`src/rtl/adc_ltc2308_ctrl.sv`:
```
// LTC2308 serial ADC frame controller: CONVST pulse, conversion wait, 12-bit SCK shift
// with config word out on SDI and result in on SDO. Results lag their config by one frame.
module adc_ltc2308_ctrl #(
    parameter int unsigned CLK_DIV     = 2,
    parameter int unsigned CONV_CYCLES = 80
) (
    input  logic        clk,
    input  logic        reset_n,
    input  logic        start,
    input  logic        auto_run,
    input  logic [2:0]  channel,
    output logic        busy,
    output logic        done,
    output logic [11:0] data,
    output logic [2:0]  data_channel,
    output logic        adc_convst,
    output logic        adc_sck,
    output logic        adc_sdi,
    input  logic        adc_sdo
);

    localparam int unsigned CNT_W    = 16;
    localparam int unsigned DIV_W    = 8;
    localparam int unsigned DATA_W   = 12;
    localparam int unsigned BIT_W    = 4;
    localparam int unsigned CH_W     = 3;
    localparam int unsigned CFG_BITS = 6;

    localparam logic [CNT_W-1:0] CONV_LAST = CNT_W'(1);
    localparam logic [CNT_W-1:0] WAIT_LAST = CNT_W'(CONV_CYCLES - 1);
    localparam logic [DIV_W-1:0] DIV_LAST  = DIV_W'(CLK_DIV - 1);
    localparam logic [BIT_W-1:0] BIT_LAST  = BIT_W'(DATA_W - 1);
    localparam logic [BIT_W-1:0] CFG_END   = BIT_W'(CFG_BITS);

    typedef enum logic [2:0] {
        S_IDLE,
        S_CONV,
        S_WAIT,
        S_SHIFT,
        S_DONE
    } state_e;

    state_e              state_q, state_d;
    logic [CNT_W-1:0]    cnt_q, cnt_d;
    logic [DIV_W-1:0]    div_q, div_d;
    logic                phase_q, phase_d;
    logic [BIT_W-1:0]    bit_q, bit_d;
    logic [CH_W-1:0]     ch_cur_q, ch_cur_d;
    logic [CH_W-1:0]     ch_prev_q, ch_prev_d;
    logic [DATA_W-1:0]   rx_q, rx_d;
    logic [DATA_W-1:0]   data_q, data_d;
    logic [CH_W-1:0]     data_channel_q, data_channel_d;
    logic                busy_q, busy_d;
    logic                done_q, done_d;
    logic                convst_q, convst_d;
    logic                sck_q, sck_d;
    logic                sdi_q, sdi_d;

    logic [CFG_BITS-1:0] cfg_c;
    logic [2:0]          cfg_idx_c;

    // S/D, O/S, S1, S0, UNI, SLP
    assign cfg_c     = {1'b1, ch_cur_q[0], ch_cur_q[2], ch_cur_q[1], 1'b1, 1'b0};
    assign cfg_idx_c = 3'd5 - bit_q[2:0];

    always_ff @(posedge clk or negedge reset_n) begin
        if (!reset_n) begin
            state_q        <= S_IDLE;
            cnt_q          <= '0;
            div_q          <= '0;
            phase_q        <= 1'b0;
            bit_q          <= '0;
            ch_cur_q       <= '0;
            ch_prev_q      <= '0;
            rx_q           <= '0;
            data_q         <= '0;
            data_channel_q <= '0;
            busy_q         <= 1'b0;
            done_q         <= 1'b0;
            convst_q       <= 1'b0;
            sck_q          <= 1'b0;
            sdi_q          <= 1'b0;
        end else begin
            state_q        <= state_d;
            cnt_q          <= cnt_d;
            div_q          <= div_d;
            phase_q        <= phase_d;
            bit_q          <= bit_d;
            ch_cur_q       <= ch_cur_d;
            ch_prev_q      <= ch_prev_d;
            rx_q           <= rx_d;
            data_q         <= data_d;
            data_channel_q <= data_channel_d;
            busy_q         <= busy_d;
            done_q         <= done_d;
            convst_q       <= convst_d;
            sck_q          <= sck_d;
            sdi_q          <= sdi_d;
        end
    end

    // Pins are registered from the current state, so they trail the state by one clk.
    always_comb begin
        state_d        = state_q;
        cnt_d          = cnt_q;
        div_d          = div_q;
        phase_d        = phase_q;
        bit_d          = bit_q;
        ch_cur_d       = ch_cur_q;
        ch_prev_d      = ch_prev_q;
        rx_d           = rx_q;
        data_d         = data_q;
        data_channel_d = data_channel_q;
        done_d         = 1'b0;
        convst_d       = (state_q == S_CONV);
        sck_d          = (state_q == S_SHIFT) && phase_q;
        sdi_d          = (state_q == S_SHIFT) && (bit_q < CFG_END) && cfg_c[cfg_idx_c];

        unique case (state_q)
            S_IDLE: begin
                if (start) begin
                    state_d  = S_CONV;
                    cnt_d    = '0;
                    ch_cur_d = channel;
                end
            end
            S_CONV: begin
                if (cnt_q == CONV_LAST) begin
                    state_d = S_WAIT;
                    cnt_d   = '0;
                end else begin
                    cnt_d = cnt_q + CNT_W'(1);
                end
            end
            S_WAIT: begin
                if (cnt_q == WAIT_LAST) begin
                    state_d = S_SHIFT;
                    cnt_d   = '0;
                    div_d   = '0;
                    phase_d = 1'b0;
                    bit_d   = '0;
                end else begin
                    cnt_d = cnt_q + CNT_W'(1);
                end
            end
            S_SHIFT: begin
                // First high-phase cycle is the edge that raises SCK: capture SDO there.
                if (phase_q && (div_q == '0)) begin
                    rx_d = {rx_q[DATA_W-2:0], adc_sdo};
                end
                if (div_q == DIV_LAST) begin
                    div_d = '0;
                    if (phase_q) begin
                        phase_d = 1'b0;
                        if (bit_q == BIT_LAST) begin
                            state_d = S_DONE;
                        end else begin
                            bit_d = bit_q + BIT_W'(1);
                        end
                    end else begin
                        phase_d = 1'b1;
                    end
                end else begin
                    div_d = div_q + DIV_W'(1);
                end
            end
            S_DONE: begin
                done_d         = 1'b1;
                data_d         = rx_q;
                data_channel_d = ch_prev_q;
                ch_prev_d      = ch_cur_q;
                if (auto_run) begin
                    state_d  = S_CONV;
                    cnt_d    = '0;
                    ch_cur_d = channel;
                end else begin
                    state_d = S_IDLE;
                end
            end
            default: state_d = S_IDLE;
        endcase

        busy_d = (state_d != S_IDLE);
    end

    assign busy         = busy_q;
    assign done         = done_q;
    assign data         = data_q;
    assign data_channel = data_channel_q;
    assign adc_convst   = convst_q;
    assign adc_sck      = sck_q;
    assign adc_sdi      = sdi_q;

endmodule

```
`config.mk`:
```
export PLATFORM = sky130hd
export DESIGN_NAME = adc_ltc2308_ctrl
export DESIGN_NICKNAME = d
export VERILOG_FILES = /design/src/rtl/adc_ltc2308_ctrl.sv
export SDC_FILE = /design/constraint.sdc
export NUM_CORES = 1
export LEC_CHECK = 0
export BUFFER_PORTS_ARGS = -buffer_cell sky130_fd_sc_hd__buf_2
export CAP_MARGIN = 5
export CORE_UTILIZATION = 34
export DETAILED_ROUTE_END_ITERATION = 6
export GPL_TIMING_DRIVEN = 0
export PLACE_DENSITY_LB_ADDON = 0.25
export RECOVER_POWER = 50
export SYNTH_ARGS = -nofsm -noshare
export SYNTH_HDL_FRONTEND = slang
export SYNTH_SLANG_ARGS = --single-unit
```
`constraint.sdc`:
```
create_clock -name clk -period 2.2 [get_ports clk]
set_input_delay 0.22 -clock clk [delete_from_list [all_inputs] [get_ports clk]]
set_output_delay 0.22 -clock clk [all_outputs]
set_load 0.02 [all_outputs]
```
==> results of run 1 <==
==> state kept, by name, indices dropped and copies added (netlist names) <==
| register | flops |
|---|---|
| ch_prev_q | 3 |
| ch_cur_q | 3 |
| adc_sck | 1 |
| adc_convst | 1 |
| done | 1 |
| adc_sdi | 1 |
| data_channel | 3 |
| rx_q | 12 |
| cnt_q | 16 |
| data | 12 |
| bit_q | 4 |
| div_q | 8 |
| state_q | 3 |
| phase_q | 1 |
| busy | 1 |
==> worst max-delay path, stage by stage, from the launching register on <==
cell and delay [ps]:
dfrtp_1 420, ha_1 250, and4_1 200, and4_1 230, o21ai_1 560, nand2b_1 260, o2bb2ai_1 130
==> worst paths after layout <==
check | end | slack [ps] | depth (start not counted)
worst max-delay path | bit_q[2] | 60 | 6
worst min-delay path | ch_cur_q[1] | 120 | 2
worst max register to register | bit_q[2] | 60 | 6
worst min register to register | data[11] | 500 | 1
max in group asynchronous | bit_q[0] | 860 | 1
min in group asynchronous | data[2] | 330 | 1
==> final cells by class <==
cell class              count  area [sq um]
clock buffers              12           155
flip-flops and latches     70          1750
repair buffers             27           130
clock inverters             4          77.6
fillers                   928          5480
multi-input cells         201          1500
well taps                 129           161
plain buffers              11          71.3
inverters                  10          37.5
==> power groups by stage <==
stage / combinational [uW] / sequential [uW] / clock, uW
final: 36.0 / 1290 / 1190
after CTS: 39.3 / 1290 / 1230
after detailed placement: 39.3 / 1320 / 0
after global placement: 38.9 / 1320 / 0
after floorplan: 5.08 / 1320 / 0
after global routing: 43.9 / 1290 / 1290
==> layout by cell type, fill, tap and decap left out, types with 3 or more instances in the layout <==
cell / count
a21oi_1: 8
a22o_1: 4
a31oi_1: 3
and3_1: 6
and4_1: 5
buf_2: 28
clkbuf_1: 6
clkbuf_8: 11
dfrtp_1: 70
ha_1: 7
inv_1: 10
mux2_2: 33
mux2i_1: 3
nand2_1: 25
nand2b_1: 3
nand3_1: 9
nand4_1: 5
nor2_1: 18
nor2b_1: 3
nor3_2: 3
o21ai_0: 19
o2bb2ai_1: 3
xnor2_1: 3
xor2_1: 5
==> per-layer routing <==
metal	vias up	global-route usage, %	wire, um
met4	0	3.68	55
met3	5	4.65	196
met5	-	0	0
li1	1145	-	-
met2	29	22.0	3070
met1	1160	19.0	3140
==> stage by stage <==
stage | instance area (sq um) | power (uW)
after floorplan | 3330 | 1320
after global placement | 3630 | 1360
after detailed placement | 3630 | 1360
after CTS | 3860 | 2560
after global routing | 3890 | 2620
final | 3890 | 2520
==> logic make-up after synthesis <==
group | after synthesis
AOI/OAI and AO/OA | 57
xor gates and xnor gates | 8
adders and majority gates | 7
buffers and inverters | 21
DFF | 70
muxes | 36
and+or+nand+nor | 93
==> repair_timing <==
action | 4_1_cts | 5_1_grt
resized for setup | 0 | 5
buffers inserted | 0 | 0
endpoints found under the setup margin | 0 | 11
==> metrics.yaml, run 1 <==
run_status:
  status: "finished, violations left"
  violations: "capacitance limit, slew limit"
logic_synthesis:
  synth_fa_ha_area_share_pct: 2.63
  yosysSeqAreaShare_pct: 52.6
  ys_top_cells_by_area: "dfrtp_1 (53%), mux2_2 (11%), o21ai_0 (2.9%)"
  synth_compound_area_share_pct: 12.4
  avgSynthCellArea_sq_um: 11.4
  yosys.area.top_type: "dfrtp_1"
  ys_warn_count: 0
  synth_xor_area_share_pct: 2.10
  synthArstFlopShare_pct: 100
  synthCells: 292
  yosysTopAreaCellShare_pct: 52.6
  synth_cell_type_count: 52
  synth-simple-area-share_pct: 15.0
  synth_flop_cell: "dfrtp_1"
  synth.most_common_cell: "dfrtp_1"
  syn-cell-area_sq_um: 3330
  syn_nets: 307
  synth-edff-count: 0
  synthTopCellsByCount: "dfrtp_1 (70), mux2_2 (33), nand2_1 (25)"
  synth_top_family_by_area: "simple AND/OR/NAND/NOR gates"
  synth_seq_cells: 70
  synthMuxAreaShare_pct: 12.1
global_routing:
  grt_pass1_vias: 2245
  grt_max_degree: 71
  overflow: 0
  grt_pass1_wl_um: 11000
  track_usage_pct: 14.1
  antenna_found_initial: 0
sta:
  final.setup.tns_ps: 0
  setup_violations: 0
  fin_skew_ps: 6.56
  relSlewSlack_pct: -14.5
  period_share_pct: 97.3
  worst_pin_slew_ps: 1720
  hold_ws_ps: 116
  fin_ws_ps: 58.6
  slew_violations: 71
  hold_viol_final: 0
  fmax_ghz: 0.467
  rsz0062_at_grt: "yes"
  fin_crit_ps: 2140
final_layout:
  layoutNonFillerInstCount: 464
  utilization_pct: 41.5
  fin_nets: 345
  antenna_cells: 0
  drive_above_1_share_pct: 28.4
  area_growth_pct: 16.7
run:
  drv_cap: 1
placement:
  dp_cells: 448
  gp_congestion: 0.782
  dp_hpwl_um: 4430
  portBuffers: 27
  dp_slack_ps: 35.2
critical_path:
  critical_path.max_fanout: 10
  cp-startpoint: "cnt_q[0]"
  worst_setup_path_start_kind: "flip-flop"
  cp.required_ps: 2460
  worst-setup-path-type: "reg -> reg"
  endpoint_kind: "flip-flop"
  rr_startpoint: "cnt_q[0]"
  cp.arrival_ps: 2400
clocking:
  clkLatencyLatePin_ps: 340
  clockBufferDepth: 2
  cts_root_buffer: "clkbuf_8"
  htreeDepth: 3
  clock-sinks: 70
  clk_pin_slew_ps: 70
  cts_tree: "yes"
  holdBufCountCts: 0
  cts_made_buffers: 9
detailed_routing:
  wl_per_cell_um: 13.9
  first_pass_iters: 4
  via_per_inst: 5.04
  drtIter0Drc: 89
  vias: 2339
  drc: 0
  routed_wl_um: 6470
  ant_nets: 0
power:
  leakage_uw: 0.00184
  switchingPower_uw: 515
  ir_drop_mv: 0.365
  p_int_uw: 2000
  combPwrFrac_pct: 1.4
  power_frac_clock_pct: 47.3
  sequentialPowerShare_pct: 51.3
  power.density_nw_per_um2: 648
  swShare_pct: 20.4
floorplanning:
  fp.dieW_um: 101
  initial_utilization_pct: 35.6
  io-pin-count: 28
  rows: 35
  die_area_sq_um: 10200
  die_h_um: 101
  core_area_sq_um: 9370
worst_hold_path:
  hold_start: "channel[1]"
  min_path_type: "in -> reg"
Power figures use the tool's default switching activity.
==> inputs of run 2 (changes only) <==
Settings changed: ABC_AREA from default to 1, CORE_UTILIZATION 34 to 31.
==> metrics.yaml, run 2 <==
clocking:
  cts_made_buffers: 9
  htreeDepth: 3
  cts_root_buffer: "clkbuf_16"
  clkLatencyLatePin_ps: 330
  clockBufferDepth: 2
  cts_tree: "yes"
  clock-sinks: 70
  clk_pin_slew_ps: 60
logic_synthesis:
  synth_fa_ha_area_share_pct: 2.43
  synth-edff-count: 0
  avgSynthCellArea_sq_um: 8.41
  synth_compound_area_share_pct: 11.6
  synth.most_common_cell: "nand2_1"
  ys_warn_count: 0
  synthTopCellsByCount: "nand2_1 (107), dfrtp_1 (70), inv_1 (52)"
  yosysSeqAreaShare_pct: 48.6
  synth_top_family_by_area: "simple AND/OR/NAND/NOR gates"
  syn_nets: 444
  yosys.area.top_type: "dfrtp_1"
  synth-simple-area-share_pct: 26.9
  ys_top_cells_by_area: "dfrtp_1 (49%), nand2_1 (11%), inv_1 (5.4%)"
  synth_cell_type_count: 33
  synth_flop_cell: "dfrtp_1"
  synthCells: 429
  synthArstFlopShare_pct: 100
  synth_xor_area_share_pct: 2.43
  synthMuxAreaShare_pct: 0
  synth_seq_cells: 70
  yosysTopAreaCellShare_pct: 48.6
  syn-cell-area_sq_um: 3610
detailed_routing:
  ant_nets: 0
  dr_wl_met2_um: 3730
  dr_wl_met3_um: 136
  vias: 2890
  first_pass_iters: 4
  highest_layer: "met4"
  wl_per_cell_um: 12.4
  drtIter0Drc: 162
  via_per_inst: 4.68
  routed_wl_um: 7670
  met1_length_um: 3710
  drc: 0
worst_hold_path:
  whs_path_depth: 3
  hold_start: "channel[0]"
  min_delay_worst_endpoint: "ch_cur_q[0]"
  min_path_type: "in -> reg"
sta:
  setup_violations: 0
  fin_skew_ps: 8.62
  period_share_pct: 86.5
  hold_viol_final: 0
  fmax_ghz: 0.525
  rsz0062_at_grt: "no"
  relSlewSlack_pct: 35.4
  fin_crit_ps: 1900
  final.setup.tns_ps: 0
  slew_violations: 0
  worst_pin_slew_ps: 970
final_layout:
  final_common_cell: "nand2_1"
  fin_nets: 484
  drive_above_1_share_pct: 18.1
  area_growth_pct: 17.1
  antenna_cells: 0
  layout_common_cells: "nand2_1 (107), dfrtp_1 (70), inv_1 (52), nand3_1 (28), nor2_1 (28)"
  largest_reg_flops: 16
  regMostFlops: "cnt_q"
  layoutNonFillerInstCount: 617
critical_path:
  r2r_slack_ps: 300
  endpoint_kind: "flip-flop"
  rr_startpoint: "cnt_q[0]"
  ff2ff_path_depth: 8
  worst-setup-path-type: "reg -> reg"
  critical_path.max_fanout: 8
  cp.required_ps: 2390
  cp.arrival_ps: 2100
  r2r-end: "cnt_q[0]"
  worst_setup_path_start_kind: "flip-flop"
global_routing:
  antenna_found_initial: 0
  overflow: 0
  grt_max_degree: 71
  grt_pass1_wl_um: 13400
  track_usage_pct: 14.2
  grt_pass1_vias: 2906
run:
  drv_cap: 0
floorplanning:
  io-pin-count: 28
  fp.dieW_um: 110
  core_area_sq_um: 11400
  rows: 39
  die_h_um: 110
  initial_utilization_pct: 31.7
  die_area_sq_um: 12100
run_status:
  status: "finished clean"
placement:
  portBuffers: 27
  dp_hpwl_um: 5500
  gp_congestion: 0.782
  dp_cells: 600
power:
  ir_drop_mv: 0.381
  power.density_nw_per_um2: 686
  leakage_uw: 0.00197
[run 2: changes by cell type after synthesis, moves of 7 or more]
cell / previous run / this run
inv_1: 10 / 52
mux2_2: 33 / 0
nand2_1: 25 / 107
nand2_2: 0 / 7
nand3_1: 9 / 27
nor2_1: 18 / 27
nor2_2: 0 / 7
o21ai_0: 19 / 26
o21ai_1: 1 / 17
o21ai_2: 0 / 9
[run 2: logic make-up (layout without fill, tap and decap cells)]
family,count (synthesis),count (layout)
xor gates and xnor gates,10,10
and+or+nand+nor,205,205
buffers and inverters,69,114
adders and majority gates,7,7
AOI/OAI and AO/OA,68,68
DFF,70,70
[run 2: layout make-up]
type / count / area, sq um
fill: 1187 / 7150
buffer: 10 / 65.1
clock inverter: 7 / 96.3
multi-input combinational: 290 / 1540
clock buffer: 9 / 225
inverter: 59 / 224
tap: 143 / 179
sequential: 70 / 1750
timing repair buffer: 29 / 145
[run 2: metal layers]
layer,vias up,GRT usage (%)
met5,-,0
met4,0,4.86
met3,8,2.49
met2,22,24.3
met1,1388,18.0
li1,1472,-
[run 2: worst max path at each step]
stage / startpoint / end / slack, ps / cells after the start
4_1_cts: cnt_q[0] / cnt_q[0] / 280 / 8
3_5_place_dp: cnt_q[0] / cnt_q[0] / 300 / 8
5_1_grt: cnt_q[0] / div_q[4] / 130 / 6
6_report: cnt_q[0] / cnt_q[0] / 300 / 8
3_3_place_gp: cnt_q[0] / div_q[1] / 330 / 6
2_1_floorplan: cnt_q[0] / cnt_q[15] / 690 / 8
[run 2: worst max-delay path, cell delays in order (launching register included)]
cell and delay (ps):
dfrtp_1 500, ha_1 330, nand3_1 160, nor2_1 150, nand2_2 130, nand2_2 160, nand2_2 140, nand3_1 90
o21ai_0 90
[run 2: metrics by stage]
stage | worst slack, ps | util [%] | hold WS [ps] | total power (uW) | cell area, sq um
floorplan | 687 | - | -75.6 | 1310 | 3610
global placement | 328 | 34.5 | 453 | 1350 | 3920
detailed placement | 295 | 34.7 | 264 | 1360 | 3950
CTS | 283 | 37.7 | 113 | 2930 | 4280
global route | 133 | 37.1 | 121 | 2990 | 4220
finish | 297 | 37.1 | 122 | 2900 | 4220
[run 2: repair_timing]
item                      4_1_cts  5_1_grt
hold endpoints to repair       70        0
setup buffers                   0        0
gates resized for setup         0        0
hold buffers                    1        0
[run 2: power breakdown]
part           internal, uW  total, uW  switching, uW  leakage (uW)
logic                  7.58       36.5           28.9      0.000882
clock network           996       1570            576      0.000160
registers              1290       1290          0.227      0.000930
total                  2290       2900            605       0.00197
